===== config.mk =====
export PLATFORM = sky130hd
export DESIGN_NAME = mem_port_arbiter
export DESIGN_NICKNAME = d
export VERILOG_FILES = /design/src/rtl/mem_port_arbiter_pkg.sv /design/src/rtl/mem_port_arbiter.sv
export SDC_FILE = /design/constraint.sdc
export NUM_CORES = 1
export LEC_CHECK = 0
export ABC_CLOCK_PERIOD_IN_PS = 1850
export BUFFER_PORTS_ARGS = -buffer_cell sky130_fd_sc_hd__buf_2
export CAP_MARGIN = 20
export CORE_MARGIN = 2
export CORE_UTILIZATION = 35
export CTS_BUF_LIST = sky130_fd_sc_hd__clkbuf_4 sky130_fd_sc_hd__clkbuf_8
export DETAILED_ROUTE_END_ITERATION = 7
export GPL_ROUTABILITY_DRIVEN = 0
export PLACE_DENSITY_LB_ADDON = 0.08
export SYNTH_ARGS = -nofsm -noshare
export SYNTH_HDL_FRONTEND = slang
export SYNTH_SLANG_ARGS = --single-unit

===== constraint.sdc =====
create_clock -name clk -period 1.85 [get_ports clk]
set_input_delay 0.0925 -clock clk [delete_from_list [all_inputs] [get_ports clk]]
set_output_delay 0.0925 -clock clk [all_outputs]
set_load 0.01 [all_outputs]

===== src/rtl/mem_port_arbiter_pkg.sv =====
// Shared types for the fetch/load-store memory port arbiter.
// Holds the sequencer state encoding and the port IDs used for round-robin history.
package mem_port_arbiter_pkg;

  typedef enum logic [1:0] {
    IDLE   = 2'd0,
    BUSY_I = 2'd1,
    BUSY_D = 2'd2,
    RESP   = 2'd3
  } arbState_e;

  localparam logic PORT_I = 1'b0;
  localparam logic PORT_D = 1'b1;

endpackage


===== src/rtl/mem_port_arbiter.sv =====
// Shares one single-ported, variable-latency memory between the F-stage fetch port and
// the M-stage load/store port. One transaction in flight; round-robin on contention.
module mem_port_arbiter
  import mem_port_arbiter_pkg::*;
#(
  parameter int ADDR_W = 32,
  parameter int DATA_W = 32
) (
  input  logic                clk,
  input  logic                reset,
  input  logic                i_req,
  input  logic [ADDR_W-1:0]   i_addr,
  output logic [DATA_W-1:0]   i_rdata,
  output logic                i_valid,
  input  logic                d_req,
  input  logic                d_we,
  input  logic [ADDR_W-1:0]   d_addr,
  input  logic [DATA_W/8-1:0] d_byteen,
  input  logic [DATA_W-1:0]   d_wdata,
  output logic [DATA_W-1:0]   d_rdata,
  output logic                d_valid,
  output logic                stall_i,
  output logic                stall_d,
  output logic                mem_req,
  output logic [ADDR_W-1:0]   mem_addr,
  output logic                mem_we,
  output logic [DATA_W/8-1:0] mem_byteen,
  output logic [DATA_W-1:0]   mem_wdata,
  input  logic                mem_ready,
  input  logic [DATA_W-1:0]   mem_rdata
);

  arbState_e state;
  arbState_e stateNext;
  logic      lastGrant;
  logic      iElig;
  logic      dElig;
  logic      grantI;
  logic      grantD;
  logic      doneI;
  logic      doneD;

  // elig[0] = fetch, elig[1] = data; on a tie the port that did not win last time goes.
  function automatic logic pickPort(input logic [1:0] elig, input logic last);
    if (elig == 2'b11) begin
      return ~last;
    end
    return elig[1] ? PORT_D : PORT_I;
  endfunction

  assign stall_i = i_req & ~i_valid;
  assign stall_d = d_req & ~d_valid;

  always_comb begin
    iElig     = i_req & ~i_valid;
    dElig     = d_req & ~d_valid;
    stateNext = state;
    grantI    = 1'b0;
    grantD    = 1'b0;
    doneI     = 1'b0;
    doneD     = 1'b0;
    case (state)
      IDLE: begin
        if (iElig | dElig) begin
          if (pickPort({dElig, iElig}, lastGrant) == PORT_D) begin
            grantD    = 1'b1;
            stateNext = BUSY_D;
          end else begin
            grantI    = 1'b1;
            stateNext = BUSY_I;
          end
        end
      end
      BUSY_I: begin
        if (mem_ready) begin
          doneI     = 1'b1;
          stateNext = RESP;
        end
      end
      BUSY_D: begin
        if (mem_ready) begin
          doneD     = 1'b1;
          stateNext = RESP;
        end
      end
      RESP:    stateNext = IDLE;
      default: stateNext = IDLE;
    endcase
  end

  // Registered memory request, completion pulses and returned read data
  always_ff @(posedge clk) begin
    if (reset) begin
      state      <= IDLE;
      lastGrant  <= PORT_I;
      mem_req    <= 1'b0;
      mem_addr   <= '0;
      mem_we     <= 1'b0;
      mem_byteen <= '0;
      mem_wdata  <= '0;
      i_valid    <= 1'b0;
      d_valid    <= 1'b0;
      i_rdata    <= '0;
      d_rdata    <= '0;
    end else begin
      state   <= stateNext;
      i_valid <= doneI;
      d_valid <= doneD;
      if (grantI) begin
        mem_req    <= 1'b1;
        mem_addr   <= i_addr;
        mem_we     <= 1'b0;
        mem_byteen <= '1;
        mem_wdata  <= '0;
        lastGrant  <= PORT_I;
      end else if (grantD) begin
        mem_req    <= 1'b1;
        mem_addr   <= d_addr;
        mem_we     <= d_we;
        mem_byteen <= d_we ? d_byteen : '1;
        mem_wdata  <= d_wdata;
        lastGrant  <= PORT_D;
      end else if (doneI | doneD) begin
        mem_req <= 1'b0;
      end
      if (doneI) begin
        i_rdata <= mem_rdata;
      end
      if (doneD) begin
        d_rdata <= mem_rdata;
      end
    end
  end

endmodule


==> results.rst, run 1 <==
.. list-table::
   :header-rows: 1

   * - Metric
     - Value
   * - Result of the run
     - finished, final reports clean
   * - Cell Area, Synth
     - 5970 um^2
   * - Post-DP HPWL
     - 12600 um
   * - Clock-pin transition on the worst setup and hold timing paths
     - 0.08 ns
   * - Accumulated negative setup slack
     - 0 ns
   * - Number of warning messages in the yosys log
     - 0
   * - Most frequent cells in the layout
     - sky130_fd_sc_hd__buf_2 (274), sky130_fd_sc_hd__dfxtp_1 (139), sky130_fd_sc_hd__nand2_1 (130), sky130_fd_sc_hd__dlygate4sd3_1 (101), sky130_fd_sc_hd__a21oi_1 (69)
   * - Via total after detailed routing
     - 6354
   * - CTS tree
     - built
   * - Count of maximum capacitance violations
     - 0
   * - Highest-utilization routing layer at the global route stage
     - met2
   * - Finish-stage setup viols
     - 0
   * - Sequential cell area
     - 2780 um^2
   * - Worst slew pin tran
     - 0.958 ns
   * - Die Width
     - 135 um
   * - Root buffer selected by CTS
     - sky130_fd_sc_hd__clkbuf_8
   * - RSZ-0062 raised after global routing
     - false
   * - Setup crit start kind
     - flip-flop
   * - Final critical path time including I/O delays and setup
     - 1.72 ns
   * - Wire length of the first global-routing pass
     - 31900 um
   * - Vias in the first global route
     - 6282
   * - Largest fanout of any net on the critical path
     - 18
   * - Pwr per Cell Area
     - 1170 nW/um^2
   * - Clock Tree Buf Depth
     - 2
   * - Average wire per standard cell
     - 15.8 um
   * - Number of fillers in the final layout
     - 1605
   * - Proportion of total power due to net switching
     - 0.369
   * - Total overflow reported by the global router
     - 0
   * - Violation count after the first detailed-route iteration
     - 201
   * - Number of port buffers
     - 275
   * - FFs w/ async S/R, synth
     - 0
   * - Share of final-layout standard cells stronger than drive strength 1
     - 0.340
   * - Sequential fraction of design power
     - 0.376
   * - Part of the Yosys area used for sequential elements
     - 0.466
   * - Peak supply drop
     - 0.516 mV
   * - Antenna-violating nets left
     - 0
   * - Count of nets after finishing
     - 1199
   * - Floorplan core area
     - 16600 um^2
   * - Worst Setup Path Type
     - reg2reg
   * - Final clock period utilization by the worst path
     - 0.930
   * - Antenna diode instance count
     - 0
   * - Vias per inst
     - 4.93
   * - Clock sinks
     - 139
   * - Pins Over Slew Limit
     - 0
   * - Resize count post-CTS
     - 0
   * - Yosys reg bits
     - 139
   * - Chip height
     - 135 um
   * - Area growth, synth to finish
     - 50.1%
   * - Met2 Use GR
     - 0.348
   * - Total CTS buffers
     - 17
   * - Final-report hold violation count
     - 0
   * - H-tree levels
     - 4
   * - Antenna violations before repair
     - 0
   * - WP data arrival
     - 2.00 ns
   * - Setup fix buffers added after clock tree synthesis
     - 0
   * - Net Sw Power
     - 3.87 mW
   * - Final design utilization
     - 0.539
   * - Distinct cell type count of the synthesized netlist
     - 30
   * - Total nets after synthesis
     - 856
   * - Max Fclk
     - 0.581 GHz
   * - EDFF count, synth
     - 0
   * - Leading cell type in the layout, fill and taps excluded
     - sky130_fd_sc_hd__buf_2
   * - Pin count of the biggest net entering global routing
     - 66
   * - Clock skew after layout
     - 0.0115 ns
   * - Portion of total power attributed to combinational logic
     - 0.388
   * - Boundary Pins
     - 276
   * - All-layer global routing usage
     - 0.218
   * - Initial standard-cell utilization of the core
     - 0.359
   * - Area of combinational cells with multiple inputs
     - 2700 um^2
   * - Part of the power in the clock network
     - 0.237
   * - Die Footprint
     - 18100 um^2
   * - Main flop type after synthesis
     - sky130_fd_sc_hd__dfxtp_1
   * - Grt met3 use
     - 0.0619
   * - Critical Path RT
     - 2.13 ns
   * - Synthesized area divided by synthesized cell count
     - 8.35 um^2
   * - Kind of path behind the tightest hold check
     - in2reg
   * - DRC violation count after routing
     - 0
   * - Max-slew headroom at the worst pin
     - 0.361
   * - Internal power
     - 6.62 mW
   * - First-pass DRT Iterations
     - 4
   * - Met1 usage
     - 0.279
   * - Mapped Cells
     - 715
   * - Row cnt
     - 47
   * - Leakage power of the design
     - 3.99 nW
   * - Critical Path Sink Type
     - flip-flop
   * - Post-Route WL
     - 20400 um
   * - Clock latency on the worst-skew pair
     - 0.44 ns
-- registers in the layout, summed over array words and instances (netlist names) --
register / flops
d_rdata: 32
i_rdata: 32
mem_addr: 32
mem_wdata: 32
mem_byteen: 4
state: 2
d_valid: 1
i_valid: 1
lastGrant: 1
mem_req: 1
mem_we: 1
-- synth_stat cells (all sizes together) (5+ instances only) --
cell type	n	area, um^2
dfxtp	139	2780
nand2	130	488
a21oi	98	599
a221oi	68	596
o21ai	66	342
clkbuf	56	210
inv	46	175
and3b	34	298
nand3	33	165
buf	19	119
nand2b	5	31.3
nor2	5	21.3
-- final cells by class --
class | instances | area share
clock buffer | 20 | 0.0307
tap | 220 | 0.0307
timing repair buffer | 398 | 0.295
clock inverter | 10 | 0.0131
sequential | 139 | 0.310
multi-input combinational | 456 | 0.301
inverter | 46 | 0.0195
-- cell families (layout without fill, tap and decap cells) --
group,after synthesis,count (layout),synth area share
AO/OA/AOI/OAI,236,237,0.263
AND/OR/NAND/NOR,214,214,0.177
flip-flops,139,139,0.466
buffers and inverters,121,474,0.0844
adder cells (fa/ha/maj),3,3,0.00629
multiplexers,2,2,0.00335
-- worst max-delay path: stages, from the launching register on --
cell	delay, ns
sky130_fd_sc_hd__dfxtp_1	0.35
sky130_fd_sc_hd__nand2b_1	0.13
sky130_fd_sc_hd__inv_1	0.12
sky130_fd_sc_hd__o21ai_2	0.76
sky130_fd_sc_hd__a221oi_1	0.21
-- stage by stage --
| stage | hold WS, ns | cell area [um^2] | power [mW] | setup slack, ns | cells |
|---|---|---|---|---|---|
| finish | 0.0468 | 8970 | 10.5 | 0.130 | 1289 |
| global route | 0.0459 | 8970 | 11.2 | 0.0457 | 1289 |
| CTS | 0.0336 | 8960 | 10.6 | 0.0299 | 1288 |
| detailed placement | 0.350 | 7550 | 7.90 | 0.0342 | 1157 |
| global placement | 0.348 | 7550 | 7.90 | 0.0767 | 1157 |
| floorplan | 0.228 | 5970 | 6.40 | 0.311 | 715 |
-- metal layers --
metal / share of wire / up-vias
met5: 0 / -
met4: 0.025 / 0
met3: 0.070 / 27
met2: 0.46 / 233
met1: 0.45 / 2903
li1: - / 3191
-- power by group through the flow --
stage | clock [mW] | sequential (mW) | combinational (mW)
after floorplan | 0 | 4.29 | 2.11
after global placement | 0 | 3.99 | 3.91
after detailed placement | 0 | 4.00 | 3.90
after CTS | 2.56 | 3.94 | 4.07
after global routing | 2.69 | 4.02 | 4.48
final | 2.48 | 3.94 | 4.07
-- path summary, 6_finish.rpt --
kind / startpoint / end / slack, ns / cells after the start
hold reg to reg: i_rdata[19] / i_rdata[19] / 0.45 / 2
setup / recovery: i_valid / mem_addr[4] / 0.13 / 4
setup reg to reg: i_valid / mem_addr[4] / 0.13 / 4
hold / removal: mem_ready / i_valid / 0.05 / 3
-- repair_timing --
item	in CTS	in global routing
hold buffers	101	0
setup endpoints to repair	0	36
endpoints found under the hold margin	133	0
Note: power is estimated with default switching activity, not from simulation.
==> run 2, diff against run 1 <==
--- a/config.mk
+++ b/config.mk
@@ -10,7 +10,6 @@
 export CAP_MARGIN = 20
 export CORE_MARGIN = 2
 export CORE_UTILIZATION = 35
-export CTS_BUF_LIST = sky130_fd_sc_hd__clkbuf_4 sky130_fd_sc_hd__clkbuf_8
 export DETAILED_ROUTE_END_ITERATION = 7
 export GPL_ROUTABILITY_DRIVEN = 0
 export PLACE_DENSITY_LB_ADDON = 0.08
==> run 2 against run 1 <==
Final cell count did not move. Largest cell class unchanged. Hold slack improved by 0.026 ns. Maximum frequency fell by 1.6%. Power rose by 8.5%. Sequential share of layout area fell by 0.65 points. Die area did not move. First-iteration DRC count fell by 7.0%. Register-to-register slack got worse by 0.03 ns. Clock skew fell by 0.0023 ns. Flip-flop and latch count did not move.
==> results.rst, run 2 (synthesis results as in run 1) <==
.. list-table::
   :header-rows: 1

   * - Metric
     - Value
   * - Vias in the first global route
     - 6282 (unchanged)
   * - Setup fix buffers added after clock tree synthesis
     - 0 (unchanged)
   * - Floorplan core area
     - 16600 um^2 (unchanged)
   * - DRC violation count after routing
     - 0 (unchanged)
   * - Via total after detailed routing
     - 6388 (was 6354)
   * - Part of the power in the clock network
     - 0.296 (was 0.237)
   * - Pwr per Cell Area
     - 1240 nW/um^2 (was 1170 nW/um^2)
   * - Vias per inst
     - 4.96 (was 4.93)
   * - Delay of the slowest critical-path stage
     - 0.78 ns (was 0.76 ns)
   * - Count of maximum capacitance violations
     - 0 (unchanged)
   * - Count of nets after finishing
     - 1199 (unchanged)
   * - Clock latency on the worst-skew pair
     - 0.41 ns (was 0.44 ns)
   * - Kind of path behind the tightest hold check
     - in2reg (unchanged)
   * - Row cnt
     - 47 (unchanged)
   * - Post-Route WL
     - 20400 um (about the same)
   * - Leading cell type in the layout, fill and taps excluded
     - sky130_fd_sc_hd__buf_2 (unchanged)
   * - Share of final-layout standard cells stronger than drive strength 1
     - 0.340 (unchanged)
   * - Count of buffer and inverter cells on the critical path
     - 1 (unchanged)
   * - CP delay by family, top
     - compound AO/OA/AOI/OAI gates (unchanged)
   * - Die Width
     - 135 um (unchanged)
   * - RSZ-0062 raised after global routing
     - false (unchanged)
   * - Final critical path time including I/O delays and setup
     - 1.75 ns (was 1.72 ns)
   * - Master of the slowest instance on the critical path
     - sky130_fd_sc_hd__o21ai_2 (unchanged)
   * - Sequential fraction of design power
     - 0.347 (was 0.376)
   * - Pin count of the biggest net entering global routing
     - 66 (unchanged)
   * - Clock-pin transition on the worst setup and hold timing paths
     - 0.06 ns (was 0.08 ns)
   * - Chip height
     - 135 um (unchanged)
   * - Max-slew headroom at the worst pin
     - 0.348 (was 0.361)
   * - Critical Path Sink Type
     - flip-flop (unchanged)
   * - First-pass DRT Iterations
     - 5 (was 4)
   * - Max Fclk
     - 0.572 GHz (was 0.581 GHz)
   * - Leakage power of the design
     - 4.08 nW (was 3.99 nW)
   * - H-tree levels
     - 4 (unchanged)
   * - Total CTS buffers
     - 17 (unchanged)
   * - Number of port buffers
     - 275 (unchanged)
   * - Count of cell instances traversed by the critical path
     - 4 (unchanged)
   * - Final clock period utilization by the worst path
     - 0.945 (was 0.930)
   * - Final design utilization
     - 0.550 (was 0.539)
   * - CTS tree
     - built (unchanged)
   * - WP data arrival
     - 2.00 ns (about the same)
   * - Worst Setup SP
     - i_valid (unchanged)
   * - Portion of total power attributed to combinational logic
     - 0.358 (was 0.388)
   * - Worst path cell trace
     - nand2b_1 -> inv_1 -> o21ai_2 -> a221oi_1 (unchanged)
   * - Clock sinks
     - 139 (unchanged)
   * - Average wire per standard cell
     - 15.9 um (was 15.8 um)
   * - Area growth, synth to finish
     - 53.3% (was 50.1%)
   * - Accumulated negative setup slack
     - 0 ns (unchanged)
   * - Startpoint of the worst-slack reg-to-reg timing path
     - i_valid (unchanged)
   * - All-layer global routing usage
     - 0.219 (was 0.218)
   * - Number of fillers in the final layout
     - 1571 (was 1605)
   * - Antenna diode instance count
     - 0 (unchanged)
   * - Antenna violations before repair
     - 0 (unchanged)
   * - Peak supply drop
     - 0.678 mV (was 0.516 mV)
   * - Worst slew pin tran
     - 0.978 ns (was 0.958 ns)
   * - Worst r2r path cells
     - 4 (unchanged)
   * - Setup crit start kind
     - flip-flop (unchanged)
   * - Total overflow reported by the global router
     - 0 (unchanged)
   * - Most frequent cells in the layout
     - sky130_fd_sc_hd__buf_2 (274), sky130_fd_sc_hd__dfxtp_1 (139), sky130_fd_sc_hd__nand2_1 (130), sky130_fd_sc_hd__dlygate4sd3_1 (101), sky130_fd_sc_hd__a21oi_1 (69) (unchanged)
   * - Clock Tree Buf Depth
     - 2 (unchanged)
   * - Final-report hold violation count
     - 0 (unchanged)
   * - Largest fanout of any net on the critical path
     - 18 (unchanged)
   * - Pins Over Slew Limit
     - 0 (unchanged)
   * - Antenna-violating nets left
     - 0 (unchanged)
   * - Clock skew after layout
     - 0.00924 ns (was 0.0115 ns)
   * - Area of combinational cells with multiple inputs
     - 2700 um^2 (unchanged)
   * - R2R setup slack
     - 0.10 ns (was 0.13 ns)
   * - Violation count after the first detailed-route iteration
     - 187 (was 201)
   * - Die Footprint
     - 18100 um^2 (unchanged)
   * - Initial standard-cell utilization of the core
     - 0.359 (unchanged)
   * - Reg2Reg Capture Point
     - mem_addr[1] (was mem_addr[4])
   * - Boundary Pins
     - 276 (unchanged)
   * - Sequential cell area
     - 2780 um^2 (unchanged)
   * - Critical Path RT
     - 2.10 ns (was 2.13 ns)
   * - Internal power
     - 7.41 mW (was 6.62 mW)
   * - Result of the run
     - finished, final reports clean (unchanged)
   * - Wire length of the first global-routing pass
     - 32000 um (was 31900 um)
   * - Critical Path Sink
     - mem_addr[1] (was mem_addr[4])
   * - Finish-stage setup viols
     - 0 (unchanged)
   * - Worst Setup Path Type
     - reg2reg (unchanged)
   * - Net Sw Power
     - 3.97 mW (was 3.87 mW)
   * - Root buffer selected by CTS
     - sky130_fd_sc_hd__clkbuf_16 (was sky130_fd_sc_hd__clkbuf_8)
   * - Resize count post-CTS
     - 0 (unchanged)
   * - Proportion of total power due to net switching
     - 0.349 (was 0.369)
   * - Post-DP HPWL
     - 12600 um (unchanged)
==> run 2: metal layers <==
metal,up-vias,global-route usage,wire [um]
li1,3197,-,-
met1,2911,0.281,9080
met2,242,0.349,9430
met3,38,0.0593,1400
met4,0,0.0918,533
met5,-,0,0
==> run 2: how the worst min path moves through the flow <==
stage	slack [ns]	depth (start not counted)	start	endpoint
after floorplan	0.23	2	mem_rdata[0]	d_rdata[0]
after global placement	0.35	3	mem_rdata[4]	d_rdata[4]
after detailed placement	0.35	3	mem_rdata[31]	d_rdata[31]
after CTS	0.06	3	mem_ready	i_valid
after global routing	0.08	3	mem_ready	i_valid
final	0.07	3	mem_ready	i_valid
==> run 2: area by class of cell <==
cell class | instances | area share
well taps | 220 | 0.0301
inverters | 46 | 0.0191
clock inverters | 10 | 0.0128
repair buffers | 398 | 0.289
flip-flops and latches | 139 | 0.304
clock buffers | 20 | 0.0510
multi-input cells | 456 | 0.295
==> run 2: timing repair <==
item	4_1_cts	5_1_grt
hold buffers	101	0
hold endpoints to repair	133	0
endpoints found under the setup margin	0	36
==> run 2: tightest hold or removal path: stages <==
cell	delay, ns
sky130_fd_sc_hd__buf_2	0.12
sky130_fd_sc_hd__nand2_1	0.13
sky130_fd_sc_hd__nor2_1	0.08
==> run 2: power by group through the flow <==
stage,Clock [mW],Combinational [mW],Sequential [mW]
3_5_place_dp,0,3.90,4.00
3_3_place_gp,0,3.91,3.99
5_1_grt,3.60,4.48,4.03
2_1_floorplan,0,2.11,4.29
4_1_cts,3.47,4.07,3.95
6_report,3.36,4.07,3.95
==> run 2: through the flow <==
stage	instances	hold slack [ns]	power, mW	worst slack [ns]	cell area [um^2]
floorplan	715	0.228	6.40	0.311	5970
global placement	1157	0.348	7.90	0.0767	7550
detailed placement	1157	0.350	7.90	0.0342	7550
CTS	1288	0.0640	11.5	0.0290	9150
global route	1289	0.0823	12.1	0.0433	9160
finish	1289	0.0724	11.4	0.102	9160
==> run 3, diff against run 2 <==
--- a/config.mk
+++ b/config.mk
@@ -5,9 +5,9 @@
 export SDC_FILE = /design/constraint.sdc
 export NUM_CORES = 1
 export LEC_CHECK = 0
-export ABC_CLOCK_PERIOD_IN_PS = 1850
+export ABC_CLOCK_PERIOD_IN_PS = 2050
 export BUFFER_PORTS_ARGS = -buffer_cell sky130_fd_sc_hd__buf_2
-export CAP_MARGIN = 20
+export CAP_MARGIN = 15
 export CORE_MARGIN = 2
 export CORE_UTILIZATION = 35
 export DETAILED_ROUTE_END_ITERATION = 7
==> constraint.sdc (replaced) <==
create_clock -name clk -period 2.05 [get_ports clk]
set_input_delay 0.1025 -clock clk [delete_from_list [all_inputs] [get_ports clk]]
set_output_delay 0.1025 -clock clk [all_outputs]
set_load 0.01 [all_outputs]
==> run 3 against run 2 <==
Die area is the same. Largest cell class unchanged. Register-to-register slack better by 0.42 ns. Clock skew increased by 0.0013 ns. Utilization up 0.68 points.
==> results.rst, run 3 (synthesis results as in run 1) <==
.. list-table::
   :header-rows: 1

   * - Metric
     - Value
   * - Result of the run
     - finished, final reports clean (unchanged)
   * - Clock skew after layout
     - 0.0105 ns (was 0.00924 ns)
   * - Detailed route wirelength on metal3
     - 1320 um (was 1400 um)
   * - Chip height
     - 135 um (unchanged)
   * - Pwr per Cell Area
     - 1140 nW/um^2 (was 1240 nW/um^2)
   * - Antenna-violating nets left
     - 0 (unchanged)
   * - Clock-pin transition on the worst setup and hold timing paths
     - 0.06 ns (about the same)
   * - Post-Layout Cell Count
     - 1294 (was 1289)
   * - CTS tree
     - built (unchanged)
   * - Most frequent cells in the layout
     - sky130_fd_sc_hd__buf_2 (274), sky130_fd_sc_hd__dfxtp_1 (139), sky130_fd_sc_hd__nand2_1 (130), sky130_fd_sc_hd__dlygate4sd3_1 (101), sky130_fd_sc_hd__a21oi_1 (69) (unchanged)
   * - Final instance area
     - 9270 um^2 (was 9160 um^2)
   * - Via total after detailed routing
     - 6398 (was 6388)
   * - Instance area after placement
     - 7610 um^2 (was 7550 um^2)
   * - Portion of total power attributed to combinational logic
     - 0.349 (was 0.358)
   * - Critical Path RT
     - 1.95 ns (was 2.10 ns)
   * - Vias per inst
     - 4.94 (was 4.96)
   * - Pin count of the biggest net entering global routing
     - 78 (was 66)
   * - Count of nets after finishing
     - 1201 (was 1199)
   * - Hold slack
     - 0.0304 ns (was 0.0724 ns)
   * - Setup fix buffers added after clock tree synthesis
     - 0 (unchanged)
   * - Net Sw Power
     - 3.61 mW (was 3.97 mW)
   * - Die Footprint
     - 18100 um^2 (unchanged)
   * - Share of final-layout standard cells stronger than drive strength 1
     - 0.341 (was 0.340)
   * - Worst Setup Path Type
     - reg2out (was reg2reg)
   * - Root buffer selected by CTS
     - sky130_fd_sc_hd__clkbuf_16 (unchanged)
   * - Total instance count after detailed placement
     - 1160 (was 1157)
   * - Clock sinks
     - 139 (unchanged)
   * - WP data arrival
     - 1.44 ns (was 2.00 ns)
   * - H-tree levels
     - 4 (unchanged)
   * - Antenna violations before repair
     - 0 (unchanged)
   * - Master of the slowest instance on the critical path
     - sky130_fd_sc_hd__nand2b_1 (was sky130_fd_sc_hd__o21ai_2)
   * - Delay of the slowest critical-path stage
     - 0.35 ns (was 0.78 ns)
   * - All-layer global routing usage
     - 0.217 (was 0.219)
   * - Post-Route WL
     - 20300 um (was 20400 um)
   * - Boundary Pins
     - 276 (unchanged)
   * - DRC violation count after routing
     - 0 (unchanged)
   * - Top layer reached by signal wires
     - met4 (unchanged)
   * - Kind of path behind the tightest hold check
     - in2reg (unchanged)
   * - Met2 Routed Length
     - 9430 um (about the same)
   * - Sequential cell area
     - 2780 um^2 (unchanged)
   * - Floorplan core area
     - 16600 um^2 (unchanged)
   * - Max-slew headroom at the worst pin
     - 0.707 (was 0.348)
   * - Pins Over Slew Limit
     - 0 (unchanged)
   * - Internal power
     - 6.96 mW (was 7.41 mW)
   * - Number of port buffers
     - 275 (unchanged)
   * - Finish-stage setup viols
     - 0 (unchanged)
   * - First-pass DRT Iterations
     - 6 (was 5)
   * - Proportion of total power due to net switching
     - 0.342 (was 0.349)
   * - Clock latency on the worst-skew pair
     - 0.41 ns (about the same)
   * - Wire length of the first global-routing pass
     - 31600 um (was 32000 um)
   * - Worst path cell trace
     - nand2b_1 -> inv_1 -> buf_2 (was nand2b_1 -> inv_1 -> o21ai_2 -> a221oi_1)
   * - Number of fillers in the final layout
     - 1538 (was 1571)
   * - Setup crit start kind
     - flip-flop (unchanged)
   * - Final-report hold violation count
     - 0 (unchanged)
   * - Peak supply drop
     - 0.584 mV (was 0.678 mV)
   * - Die Width
     - 135 um (unchanged)
   * - RSZ-0062 raised after global routing
     - false (unchanged)
   * - Row cnt
     - 47 (unchanged)
   * - Final critical path time including I/O delays and setup
     - 1.54 ns
   * - Violation count after the first detailed-route iteration
     - 278 (was 187)
   * - Part of the power in the clock network
     - 0.315 (was 0.296)
   * - Largest fanout of any net on the critical path
     - 9 (was 18)
   * - Area of combinational cells with multiple inputs
     - 2690 um^2 (was 2700 um^2)
   * - Critical Path Sink Type
     - output port (was flip-flop)
   * - Post-DP HPWL
     - 12800 um (was 12600 um)
   * - Count of maximum capacitance violations
     - 0 (unchanged)
   * - Sum of routed wire segments on met1
     - 9030 um (was 9080 um)
   * - Worst slew pin tran
     - 0.438 ns (was 0.978 ns)
   * - Leakage power of the design
     - 4.14 nW (was 4.08 nW)
   * - Initial standard-cell utilization of the core
     - 0.359 (unchanged)
   * - Leading cell type in the layout, fill and taps excluded
     - sky130_fd_sc_hd__buf_2 (unchanged)
   * - Clock Tree Buf Depth
     - 2 (unchanged)
   * - Area growth, synth to finish
     - 55.2% (was 53.3%)
   * - Average wire per standard cell
     - 15.7 um (was 15.9 um)
   * - Final clock period utilization by the worst path
     - 0.752
   * - Total overflow reported by the global router
     - 0 (unchanged)
   * - Total CTS buffers
     - 17 (unchanged)
   * - Accumulated negative setup slack
     - 0 ns (unchanged)
   * - Vias in the first global route
     - 6192 (was 6282)
   * - Sequential fraction of design power
     - 0.336 (was 0.347)
   * - Max Fclk
     - 0.648 GHz
-- run 3: repair_timing --
| item | 4_1_cts | 5_1_grt |
|---|---|---|
| gates resized for setup | 0 | 0 |
| hold buffers | 101 | 0 |
| hold endpoints to repair | 133 | 0 |
-- run 3: power by group through the flow --
stage                     Sequential, mW  Combinational, mW  Clock, mW
after floorplan                     3.87               1.91          0
after CTS                           3.56               3.73       3.42
after detailed placement            3.60               3.58          0
after global routing                3.63               4.06       3.52
final                               3.56               3.69       3.33
after global placement              3.61               3.57          0
-- run 3: path summary, 6_finish.rpt --
check                   start       endpoint  slack [ns]  depth (start not counted)
setup / recovery      i_valid        stall_i        0.51                          3
hold / removal          reset   mem_addr[16]        0.03                          2
setup reg to reg      i_valid  mem_wdata[22]        0.52                          5
hold reg to reg   i_rdata[19]    i_rdata[19]        0.45                          2
-- run 3: worst max-delay path, delay by kind of cell (launching register included) --
kind | cells | cell delay (ns)
buffers and inverters | 2 | 0.36
AND/OR/NAND/NOR | 1 | 0.35
flip-flops | 1 | 0.33
-- run 3: cell type report --
cell class | instances | share of cell area
clock buffers | 20 | 0.0493
flip-flops and latches | 139 | 0.300
well taps | 220 | 0.0297
diodes | 1 | 0.000270
inverters | 46 | 0.0189
repair buffers | 401 | 0.292
multi-input cells | 455 | 0.290
clock inverters | 12 | 0.0201
-- run 3: metal layers --
metal	track usage	vias to the layer above
met5	0	-
met4	0.0871	0
met3	0.0533	31
met2	0.354	218
met1	0.276	2946
li1	-	3203
-- run 3: through the flow --
step	total power [mW]	utilization	setup slack (ns)
floorplan	5.78	-	0.511
global placement	7.18	0.457	0.537
detailed placement	7.18	0.457	0.519
CTS	10.7	0.557	0.479
global route	11.2	0.557	0.369
finish	10.6	0.557	0.508
